--- config.mk ---
export PLATFORM = sky130hd
export DESIGN_NAME = axi_wr_master
export DESIGN_NICKNAME = d
export VERILOG_FILES = /design/src/rtl/axi_wr_master.sv
export SDC_FILE = /design/constraint.sdc
export NUM_CORES = 1
export LEC_CHECK = 0
export BUFFER_PORTS_ARGS = -buffer_cell sky130_fd_sc_hd__buf_2
export CORE_MARGIN = 8
export CORE_UTILIZATION = 40
export CTS_BUF_LIST = sky130_fd_sc_hd__clkbuf_4 sky130_fd_sc_hd__clkbuf_8
export DETAILED_ROUTE_END_ITERATION = 10
export PLACE_DENSITY = 0.71
export RECOVER_POWER = 100
export SYNTH_ARGS = -nofsm -noshare
export SYNTH_HDL_FRONTEND = slang
export SYNTH_SLANG_ARGS = --single-unit
--- constraint.sdc ---
create_clock -name i_ACLK -period 6.95 [get_ports i_ACLK]
set_clock_uncertainty 0.2 [all_clocks]
set_input_delay 0 -clock i_ACLK [delete_from_list [all_inputs] [get_ports i_ACLK]]
set_output_delay 0 -clock i_ACLK [all_outputs]
set_load 0.1 [all_outputs]
--- src/rtl/axi_wr_master.sv ---
// AXI write manager: one INCR burst per local command, incrementing data
// pattern, response captured and reported with a one-cycle done pulse.
module axi_wr_master #(
    parameter int ADDR_W = 32,
    parameter int DATA_W = 32,
    parameter int ID_W   = 8,
    parameter int LEN_W  = 8,
    parameter int RESP_W = 2
) (
    input  logic                i_ACLK,
    input  logic                i_ARESET,
    input  logic                i_cmd_valid,
    output logic                i_cmd_ready,
    input  logic [ADDR_W-1:0]   i_cmd_addr,
    input  logic [LEN_W-1:0]    i_cmd_len,
    input  logic [ID_W-1:0]     i_cmd_id,
    input  logic [DATA_W-1:0]   i_cmd_data,
    output logic [ADDR_W-1:0]   i_AWADDR,
    output logic                i_AWVALID,
    output logic [LEN_W-1:0]    i_AWLEN,
    output logic [1:0]          i_AWBURST,
    output logic [2:0]          i_AWSIZE,
    output logic [1:0]          i_AWLOCK,
    output logic [2:0]          i_AWPROT,
    output logic [3:0]          i_AWCACHE,
    output logic [ID_W-1:0]     i_AWID,
    input  logic                i_AWREADY,
    output logic [DATA_W-1:0]   i_WDATA,
    output logic [DATA_W/8-1:0] i_WSTRB,
    output logic                i_WLAST,
    output logic [ID_W-1:0]     i_WID,
    output logic                i_WVALID,
    input  logic                i_WREADY,
    input  logic [RESP_W-1:0]   i_BRESP,
    input  logic                i_BVALID,
    input  logic [ID_W-1:0]     i_BID,
    output logic                i_BREADY,
    output logic                i_done,
    output logic [RESP_W-1:0]   i_done_resp,
    output logic                i_done_err
);

    localparam int         STRB_W = DATA_W / 8;
    localparam logic [2:0] SIZE   = 3'($clog2(STRB_W));

    typedef enum logic [1:0] {
        IDLE,
        ADDR,
        DATA,
        RESP
    } state_t;

    state_t              r_state;
    logic [ADDR_W-1:0]   r_addr;
    logic [LEN_W-1:0]    r_len;
    logic [ID_W-1:0]     r_id;
    logic [DATA_W-1:0]   r_data;
    logic [LEN_W-1:0]    r_beat;
    logic                r_awvalid;
    logic                r_wvalid;
    logic                r_bready;
    logic                r_done;
    logic [RESP_W-1:0]   r_done_resp;
    logic                r_done_err;

    logic                w_last;

    assign w_last = (r_beat == r_len);

    always_ff @(posedge i_ACLK) begin
        if (i_ARESET) begin
            r_state     <= IDLE;
            r_addr      <= '0;
            r_len       <= '0;
            r_id        <= '0;
            r_data      <= '0;
            r_beat      <= '0;
            r_awvalid   <= 1'b0;
            r_wvalid    <= 1'b0;
            r_bready    <= 1'b0;
            r_done      <= 1'b0;
            r_done_resp <= '0;
            r_done_err  <= 1'b0;
        end else begin
            r_done <= 1'b0;
            case (r_state)
                IDLE: begin
                    if (i_cmd_valid) begin
                        r_addr    <= i_cmd_addr;
                        r_len     <= i_cmd_len;
                        r_id      <= i_cmd_id;
                        r_data    <= i_cmd_data;
                        r_beat    <= '0;
                        r_awvalid <= 1'b1;
                        r_state   <= ADDR;
                    end
                end
                ADDR: begin
                    if (i_AWREADY) begin
                        r_awvalid <= 1'b0;
                        r_wvalid  <= 1'b1;
                        r_state   <= DATA;
                    end
                end
                DATA: begin
                    if (i_WREADY) begin
                        r_beat <= r_beat + LEN_W'(1);
                        if (w_last) begin
                            r_wvalid <= 1'b0;
                            r_bready <= 1'b1;
                            r_state  <= RESP;
                        end
                    end
                end
                RESP: begin
                    // A mismatched BID is reported as an error, not dropped
                    if (i_BVALID) begin
                        r_bready    <= 1'b0;
                        r_done      <= 1'b1;
                        r_done_resp <= i_BRESP;
                        r_done_err  <= (i_BRESP != '0) || (i_BID != r_id);
                        r_state     <= IDLE;
                    end
                end
                default: r_state <= IDLE;
            endcase
        end
    end

    assign i_cmd_ready = (r_state == IDLE);

    assign i_AWADDR    = r_addr;
    assign i_AWVALID   = r_awvalid;
    assign i_AWLEN     = r_len;
    assign i_AWBURST   = 2'b01;
    assign i_AWSIZE    = SIZE;
    assign i_AWLOCK    = 2'b00;
    assign i_AWPROT    = 3'b000;
    assign i_AWCACHE   = 4'b0000;
    assign i_AWID      = r_id;

    assign i_WDATA     = r_data + DATA_W'(r_beat);
    assign i_WSTRB     = '1;
    assign i_WLAST     = r_wvalid & w_last;
    assign i_WID       = r_id;
    assign i_WVALID    = r_wvalid;

    assign i_BREADY    = r_bready;

    assign i_done      = r_done;
    assign i_done_resp = r_done_resp;
    assign i_done_err  = r_done_err;

endmodule
==> key figures <==
Outcome
  • Outcome: complete, but fails checks
  • Failing checks: max-capacitance violations, max-slew violations

CTS
  • # hold bufs at CTS: 92
  • PostCTS Resize Cnt: 0
  • Num Clock Sinks: 97
  • TritonCTS buffer count: 9
  • Post-CTS Setup Bufs: 0
  • Clock Latency Late Sink: 350 ps
  • Level count of the clock H-tree: 3
  • Clock Path Buffers: 2
  • CTS Root Cell: clkbuf_8
  • CTS tree: built
  • Clock transition at path regs: 90 ps

Final layout
  • Fin cells: 1,021
  • Antenna cell count: 0
  • NumNets Final: 980
  • Post-route cell area: 6651 um2
  • Ratio of cells with drive above 1 in the final layout: 0.1430
  • Area delta synth->final: 39.49%

Synthesis
  • Synthesized netlist cell count: 612
  • Synth cell types: 45
  • Synth Flop Type: dfxtp_1
  • Mapped cell area: 4768 um2
  • Post-synth top area share: 0.4072
  • Post-synth EDFFs: 0
  • Yosys reg bits: 97
  • Leading area contributor after synthesis: dfxtp_1
  • Ys Warns: 0
  • Synth cell count leaders: nand2_1, dfxtp_1, a21oi_1, xor2_1, clkbuf_1
  • Synth area leaders: dfxtp_1, nand2_1, a21oi_1, xor2_1, buf_4
  • Top-count cell post-synth: nand2_1
  • Synth Area per Inst: 7.791 um2
  • Fraction of registers with async set/reset: 0
  • Post-synthesis sequential area ratio: 0.4072

STA
  • Min Tclk post-route: 4269 ps
  • Setup violations, final: 0
  • Slew margin rel.: -1.298
  • Final hold slack: 149.4 ps
  • Fin crit share: 0.6142
  • Setup tns final: 0 ps
  • RSZ-0062 raised after global routing: no
  • Worst setup margin: 2681 ps
  • Fmax: 234.2 MHz
  • Slew @ Worst Pin: 3447 ps
  • Slew Limit Fails: 81
  • Hold Violations, Final: 0

Pwr
  • Combinational share of power: 0.561
  • Clock Power Share: 0.137
  • Switching share of power: 0.5729
  • LEAKAGE: 2.820 nW
  • Cell-internal power: 1.040 mW
  • Switch Pwr: 1.396 mW
  • Flop pwr share: 0.302
  • Pwr/cell area: 366.2 nW/um2
  • Peak supply drop: 0.2181 mV

Route
  • Residual DRC: 0
  • DRT Pass-1 Iters: 4
  • Starting DRT DRC Count: 230
  • Via density: 4.786
  • Final wirelength: 14,770 um
  • Routed via count: 4,887
  • WL/cell: 14.46 um
  • Detail Route Antenna Nets: 0

Floorplanning
  • Ports: 211
  • Die W: 125.2 um
  • Die height: 125.2 um
  • Core Area: 11,810 um2
  • Initial core utilization: 0.4037
  • Num rows: 40
  • Die area: 15,670 um2

Run
  • MaxCap Viol Count: 1

Global routing
  • GRT Total Usage: 0.1849
  • Largest net degree at the start of global routing: 96
  • First-pass GRT wire length: 24,450 um
  • Vias in the first global route: 4,980
  • Antenna violations before repair: 0
  • Grt ovf: 0

Critical path
  • Worst EP required: 7020 ps
  • Worst setup SP type: flop
  • CP endpoint kind: flop
  • WP data arrival: 4340 ps
  • Peak fanout along the critical path: 80
  • Crit Path Class: flop to flop

Placed design
  • Hpwl dp: 9593 um
  • Place WS: 4206 ps
  • Port Buf Inserts: 192
  • Placed inst area: 5688 um2
  • Gpl congestion: 0.7771
  • Placed Instances: 914

Hold path
  • Worst Hold Class: input pin to flop
-- registers in the layout, summed over array words and instances (netlist names) --
signal	cells
i_AWVALID	1
i_done_resp	2
r_data	32
i_WVALID	1
i_done	1
i_BREADY	1
r_state	2
i_AWID	8
i_AWADDR	32
r_beat	8
i_AWLEN	8
i_done_err	1
-- layout by cell type (no fill, tap or decap), types with 6 or more instances in the layout --
cell and count:
nand2_1 182, clkbuf_1 98, dfxtp_1 97, buf_2 95, a21oi_1 94, dlygate4sd3_1 92
xor2_1 42, nor2_1 25, conb_1 18, nand3_1 13, ha_1 13, clkbuf_8 10
nor3_1 9, xnor2_1 9, inv_1 7, nand4_1 6
-- worst max-delay path, stage by stage (launching register included) --
cell	delay, ps
dfxtp_1	350
inv_1	90
ha_1	270
and2_2	180
clkbuf_1	2410
nand2_1	360
a21oi_1	300
-- metal layers --
metal	up-vias	wire (um)	GRT usage
li1	2493	-	-
met1	2206	6289	0.2103
met2	172	7027	0.3129
met3	16	1251	0.07692
met4	0	199	0.04943
met5	-	0	0
-- cells by family (layout without fill, tap and decap cells) --
family	after synthesis	in the layout	synth area share
AOI/OAI and AO/OA	121	121	0.1446
other	2	18	0.001575
muxes	3	3	0.006560
and+or+nand+nor	259	259	0.2341
xor gates and xnor gates	51	51	0.09368
DFF	97	97	0.4072
buffers and inverters	65	311	0.07400
adders and majority gates	14	14	0.03831
-- worst paths after layout --
kind,startpoint,end,slack [ps],depth (start not counted)
worst max-delay path,r_state[0],i_AWADDR[5],2680,6
worst min-delay path,i_ARESET,i_AWID[7],150,3
worst max register to register,r_state[0],i_AWADDR[5],2680,6
worst min register to register,i_AWADDR[21],i_AWADDR[21],260,2
-- stage by stage --
stage          total power, mW    util
5_1_grt                  2.566  0.5631
3_5_place_dp             2.084  0.4816
3_3_place_gp             2.076  0.4816
2_1_floorplan            1.878       -
4_1_cts                  2.464  0.5739
6_report                 2.436  0.5631
-- power groups by stage --
stage          Clock, mW  Sequential [mW]  Combinational [mW]
6_report           0.334            0.735                1.37
5_1_grt            0.371            0.750                1.45
4_1_cts            0.349            0.733                1.38
3_5_place_dp           0            0.746                1.34
3_3_place_gp           0            0.742                1.33
2_1_floorplan          0             1.13               0.750
-- area by class of cell --
cell class                      instances  area [um2]
Multi-Input combinational cell        466        2535
Fill cell                            1168        5160
Tap cell                              147       183.9
Inverter                                7       26.28
Clock inverter                          3       17.52
Timing Repair Buffer                  289        1794
Clock buffer                           12       152.6
Sequential cell                        97        1942
No activity file was read; power rests on OpenSTA's default activity.
